File: config.mk
export PLATFORM = sky130hd
export DESIGN_NAME = alu_acc_seq
export DESIGN_NICKNAME = d
export VERILOG_FILES = /design/src/rtl/alu_pkg.sv /design/src/rtl/alu_core.sv /design/src/rtl/alu_acc_seq.sv
export SDC_FILE = /design/constraint.sdc
export NUM_CORES = 1
export LEC_CHECK = 0
export ABC_AREA = 0
export BUFFER_PORTS_ARGS = -buffer_cell sky130_fd_sc_hd__buf_4
export CAP_MARGIN = 20
export CORE_MARGIN = 2
export CORE_UTILIZATION = 40
export DETAILED_ROUTE_END_ITERATION = 8
export PLACE_DENSITY = 0.68
export SETUP_SLACK_MARGIN = 0.1
export SLEW_MARGIN = 20
export SYNTH_ARGS = -nofsm -noshare
export SYNTH_HDL_FRONTEND = slang
export SYNTH_SLANG_ARGS = --single-unit
File: constraint.sdc
create_clock -name clk -period 3.3 [get_ports clk]
set_input_delay 0.165 -clock clk [delete_from_list [all_inputs] [get_ports clk]]
set_output_delay 0.165 -clock clk [all_outputs]
set_load 0.03 [all_outputs]
File: src/rtl/alu_pkg.sv
`default_nettype none
// ----------------------------------------------------------------------------
// alu_pkg : ALU operation/state encodings and signed-overflow helper
// Rev 1.0
// ----------------------------------------------------------------------------
package alu_pkg;

  typedef enum logic [1:0] {
    ADD_SEL = 2'b00,
    SUB_SEL = 2'b01,
    AND_SEL = 2'b10,
    OR_SEL  = 2'b11
  } alu_sel_t;

  typedef enum logic {
    ACCUM = 1'b0,
    HOLD  = 1'b1
  } acc_state_t;

  // Only the sign bits matter, so this stays independent of WIDTH.
  function automatic logic ovf_detect(input alu_sel_t sel,
                                      input logic     a_msb,
                                      input logic     b_msb,
                                      input logic     r_msb);
    logic ovf;
    ovf = 1'b0;
    case (sel)
      ADD_SEL: ovf = (a_msb == b_msb) && (r_msb != a_msb);
      SUB_SEL: ovf = (a_msb != b_msb) && (r_msb != a_msb);
      default: ovf = 1'b0;
    endcase
    return ovf;
  endfunction

endpackage
`default_nettype wire

File: src/rtl/alu_core.sv
`default_nettype none
// ----------------------------------------------------------------------------
// alu_core : combinational ALU, in0 <op> in1 with signed-overflow flag
// Rev 1.0
// ----------------------------------------------------------------------------
module alu_core
  import alu_pkg::*;
#(
  parameter int WIDTH = 8
) (
  input  logic [WIDTH-1:0] in0_i,
  input  logic [WIDTH-1:0] in1_i,
  input  alu_sel_t         sel_i,
  output logic [WIDTH-1:0] out_o,
  output logic             ovf_o
);

  always_comb begin
    out_o = '0;
    case (sel_i)
      ADD_SEL: out_o = in0_i + in1_i;
      SUB_SEL: out_o = in0_i - in1_i;
      AND_SEL: out_o = in0_i & in1_i;
      OR_SEL:  out_o = in0_i | in1_i;
      default: out_o = '0;
    endcase
    ovf_o = ovf_detect(sel_i, in0_i[WIDTH-1], in1_i[WIDTH-1], out_o[WIDTH-1]);
  end

endmodule
`default_nettype wire

File: src/rtl/alu_acc_seq.sv
`default_nettype none
// ----------------------------------------------------------------------------
// alu_acc_seq : command-driven ALU accumulator with valid/ready result port
// Rev 1.0
// ----------------------------------------------------------------------------
module alu_acc_seq
  import alu_pkg::*;
#(
  parameter int WIDTH = 8,
  parameter int CNT_W = 4
) (
  input  logic             clk,
  input  logic             rst_n,
  input  logic             cmd_valid,
  output logic             cmd_ready,
  input  alu_sel_t         cmd_op,
  input  logic [WIDTH-1:0] cmd_operand,
  input  logic             cmd_last,
  output logic             res_valid,
  input  logic             res_ready,
  output logic [WIDTH-1:0] res_data,
  output logic             res_neg,
  output logic             res_pos,
  output logic             res_zero,
  output logic             res_ovf,
  output logic [CNT_W-1:0] res_count
);

  localparam logic [CNT_W-1:0] CNT_MAX = '1;

  acc_state_t       state_q, state_d;
  logic [WIDTH-1:0] acc_q, acc_d;
  logic             sticky_q, sticky_d;
  logic [CNT_W-1:0] cnt_q, cnt_d;
  logic [WIDTH-1:0] res_data_q, res_data_d;
  logic             res_ovf_q, res_ovf_d;
  logic [CNT_W-1:0] res_count_q, res_count_d;

  logic [WIDTH-1:0] alu_out;
  logic             alu_ovf;
  logic             accept;
  logic             step_ovf;
  logic [CNT_W-1:0] cnt_next;

  alu_core #(
    .WIDTH (WIDTH)
  ) u_alu_core (
    .in0_i (acc_q),
    .in1_i (cmd_operand),
    .sel_i (cmd_op),
    .out_o (alu_out),
    .ovf_o (alu_ovf)
  );

  assign cmd_ready = (state_q == ACCUM);
  assign accept    = cmd_valid && cmd_ready;
  assign step_ovf  = sticky_q | alu_ovf;
  assign cnt_next  = (cnt_q == CNT_MAX) ? cnt_q : cnt_q + 1'b1;

  always_comb begin
    state_d     = state_q;
    acc_d       = acc_q;
    sticky_d    = sticky_q;
    cnt_d       = cnt_q;
    res_data_d  = res_data_q;
    res_ovf_d   = res_ovf_q;
    res_count_d = res_count_q;
    res_valid   = 1'b0;

    case (state_q)
      ACCUM: begin
        if (accept) begin
          if (cmd_last) begin
            // Publish the folded result and start the next sequence clean.
            res_data_d  = alu_out;
            res_ovf_d   = step_ovf;
            res_count_d = cnt_next;
            acc_d       = '0;
            sticky_d    = 1'b0;
            cnt_d       = '0;
            state_d     = HOLD;
          end else begin
            acc_d    = alu_out;
            sticky_d = step_ovf;
            cnt_d    = cnt_next;
          end
        end
      end
      HOLD: begin
        res_valid = 1'b1;
        if (res_ready) begin
          state_d = ACCUM;
        end
      end
      default: state_d = ACCUM;
    endcase
  end

  always_ff @(posedge clk or negedge rst_n) begin
    if (!rst_n) begin
      state_q     <= ACCUM;
      acc_q       <= '0;
      sticky_q    <= 1'b0;
      cnt_q       <= '0;
      res_data_q  <= '0;
      res_ovf_q   <= 1'b0;
      res_count_q <= '0;
    end else begin
      state_q     <= state_d;
      acc_q       <= acc_d;
      sticky_q    <= sticky_d;
      cnt_q       <= cnt_d;
      res_data_q  <= res_data_d;
      res_ovf_q   <= res_ovf_d;
      res_count_q <= res_count_d;
    end
  end

  assign res_data  = res_data_q;
  assign res_ovf   = res_ovf_q;
  assign res_count = res_count_q;
  assign res_zero  = (res_data_q == '0);
  assign res_neg   = !res_zero && res_data_q[WIDTH-1];
  assign res_pos   = !res_zero && !res_data_q[WIDTH-1];

endmodule
`default_nettype wire
==> reports/qor.csv <==
metric,value,unit
Synth Register Bits,27,
Power per Cell Area,709,nW/µm²
Worst Hold Launch,res_ready,
CTS tree,built,
WL final,3.86,mm
Worst Setup SP,cmd_op[0],
clk_skew,0.00852,ns
"EDFF count, synth",0,
Vias/cell,5.13,
detailed placer's ending HPWL,3.01,mm
FMAX,396,MHz
routability cong.,0.839,
Nets,275,
kind of end point of the critical path,flip-flop,
Initial Utilization,42.5,%
Post-Syn Nets,245,
slew margin rel.,71.4,%
Inserted Clock Buffers,3,
Buffers on Ports,32,
WL met1,1.95,mm
setup TNS,0,ns
Mapped Avg Cell Area,8.74,µm²
initial antenna violation count,0,
DIE WIDTH,72.7,µm
final worst path period share,76.5,%
CP max-delay cell,fa_1,
die height,72.7,µm
Clock Power Share,12.1,%
CP max FO,11,
outcome,"complete, no violations",
wire length on met2,1.64,mm
WP data arrival,2.68,ns
most frequent cell after synthesis,nand2_1,
DRC,0,
Ant. Diodes,0,
CTS sink cnt,27,
all-layer global routing usage,16.2,%
Die Area,5280,µm²
Final Hold Fails,0,
vias in the first global route,1455,
Gate power share,53.5,%
DR top layer,met4,
Root Driver,clkbuf_8,
P_leak,0.00104,µW
max cap viols,0,
"area leader, netlist",dfrtp_1,
most frequent cells after synthesis,"31 x nand2_1, 27 x dfrtp_1, 24 x o21ai_0",
critical path required time,3.46,ns
layout cell share with drive strength beyond 1,19.6,%
area delta synth->final,17.0,%
routed len/inst,13.0,µm
unrepaired setup endpoints after global routing,false,
CORE AREA,4440,µm²
type of the most critical hold path,primary input to flip-flop,
Least-Margin Pin Slew,0.427,ns
Post-Syn Instances,216,
worst-path cell chain,buf_4 > nor2b_2 > mux2_2 > fa_1 > nor2b_1 > o21ai_0 > a21boi_0 > mux2i_1 > o41ai_1 > o21ai_0,
CP peak stage delay,0.42,ns
top-area cell type share of the netlist area,35.8,%
"top cells by area, synth","dfrtp_1 36%, ha_1 8.6%, o21ai_0 6.4%",
fraction of registers with async set/reset,100,%
minimum clock period,2.52,ns
Clock Latency Late Sink,0.27,ns
fin cells,297,
Seq pwr share,34.4,%
Final ANT Viol Nets,0,
Critical Path Most Common Cell,o21ai_0,
"Slew Viols, Final",0,
CTS max path bufs,2,
IO Pins,33,
final setup vio count,0,
H-tree depth,1,
Vias,1523,
Post-Syn Area,1890,µm²
register area share after synthesis,35.8,%
largest net degree at the start of global routing,28,
global route overflow,0,
Net Sw Frac,44.0,%
WL met3,164,µm
Reg2Reg Setup Slack,0.94,ns
cts repair resizes,0,
first-pass GRT wire length,6.75,mm
Yosys cell types,44,
clock-pin slew on the worst setup and hold paths,0.10,ns
critical path class,primary input to flip-flop,
first-pass detailed-route iteration total,4,
placed cells,292,
Peak supply drop,0.385,mV
sw power,688,µW
initial DRC count,71,
Cell Rows,24,
Synth warnings,0,
Critical R2R Launch,acc_q[0],
Synth Flop Type,dfrtp_1,
cell internal pwr,876,µW
Critical Path Start Type,primary input,
-- cells in the final DEF (no fill, tap or decap), drive strengths merged, types with 6 or more instances in the layout --
| cell type | n |
|---|---|
| dfrtp | 27 |
| inv | 16 |
| buf | 34 |
| ha | 13 |
| a21oi | 13 |
| xnor2 | 10 |
| o21ai | 25 |
| nor2 | 19 |
| nand2 | 31 |
| mux2i | 6 |
-- registers in the layout, indices dropped and copies added (netlist names) --
| register | cells |
|---|---|
| acc_q | 8 |
| cnt_q | 4 |
| res_count | 4 |
| res_data | 8 |
| res_ovf | 1 |
| state_q | 1 |
| sticky_q | 1 |
-- repair_timing --
| action | CTS | global route |
|---|---|---|
| hold endpoints to repair | 27 | 0 |
| buffers inserted | 0 | 0 |
| hold buffers | 1 | 0 |
-- cell type report --
cell class	instances	area, µm²
multi-input combinational	163	1090
fill	458	2240
clock buffer	3	41.3
tap	52	65.1
inverter	16	60.1
timing repair buffer	35	265
sequential	27	676
clock inverter	1	7.51
-- routing by layer --
layer / vias up / GRT usage, %
li1: 798 / -
met1: 679 / 23.5
met2: 36 / 23.7
met3: 10 / 3.31
met4: 0 / 6.38
met5: - / 0
-- path summary, 6_finish.rpt --
| kind | to | depth (start not counted) |
|---|---|---|
| min reg2reg | res_count[2] | 2 |
| min in group asynchronous | res_count[2] | 2 |
| min | state_q | 2 |
| max | res_data[6] | 10 |
| max reg2reg | res_data[6] | 9 |
| max in group asynchronous | res_ovf | 2 |
-- power groups by stage --
stage | logic, µW | clock network (µW) | registers (µW)
final | 837 | 190 | 538
after global routing | 932 | 208 | 557
after CTS | 844 | 198 | 539
after detailed placement | 842 | 0 | 545
after global placement | 832 | 0 | 542
after floorplan | 485 | 0 | 643
-- critical path: cells and delay by family --
| kind | cells | cell delay, ns |
|---|---|---|
| buffers and inverters | 1 | 0.16 |
| muxes | 2 | 0.52 |
| AOI/OAI and AO/OA | 4 | 0.94 |
| adders and majority gates | 1 | 0.42 |
| and+or+nand+nor | 2 | 0.48 |
-- cells by family after synthesis --
family                     after synthesis  synth area share [%]
xor gates and xnor gates                12                  6.37
buffers and inverters                   26                  6.30
DFF                                     27                  35.8
AOI/OAI and AO/OA                       55                  18.3
and+or+nand+nor                         71                  17.6
adders and majority gates               18                  11.8
muxes                                    7                  3.78
-- through the flow --
step / setup slack [ns] / util (%) / hold slack [ns] / total power, µW / instance area [µm²]
after floorplan: 0.912 / - / -0.131 / 1130 / 1890
after global placement: 0.566 / 48.3 / 0.0982 / 1370 / 2150
after detailed placement: 0.476 / 48.3 / 0.0997 / 1390 / 2150
after CTS: 0.776 / 49.7 / 0.0570 / 1580 / 2210
after global routing: 0.442 / 49.7 / 0.0637 / 1700 / 2210
final: 0.775 / 49.7 / 0.0642 / 1560 / 2210
Note: power is estimated with default switching activity, not from simulation.
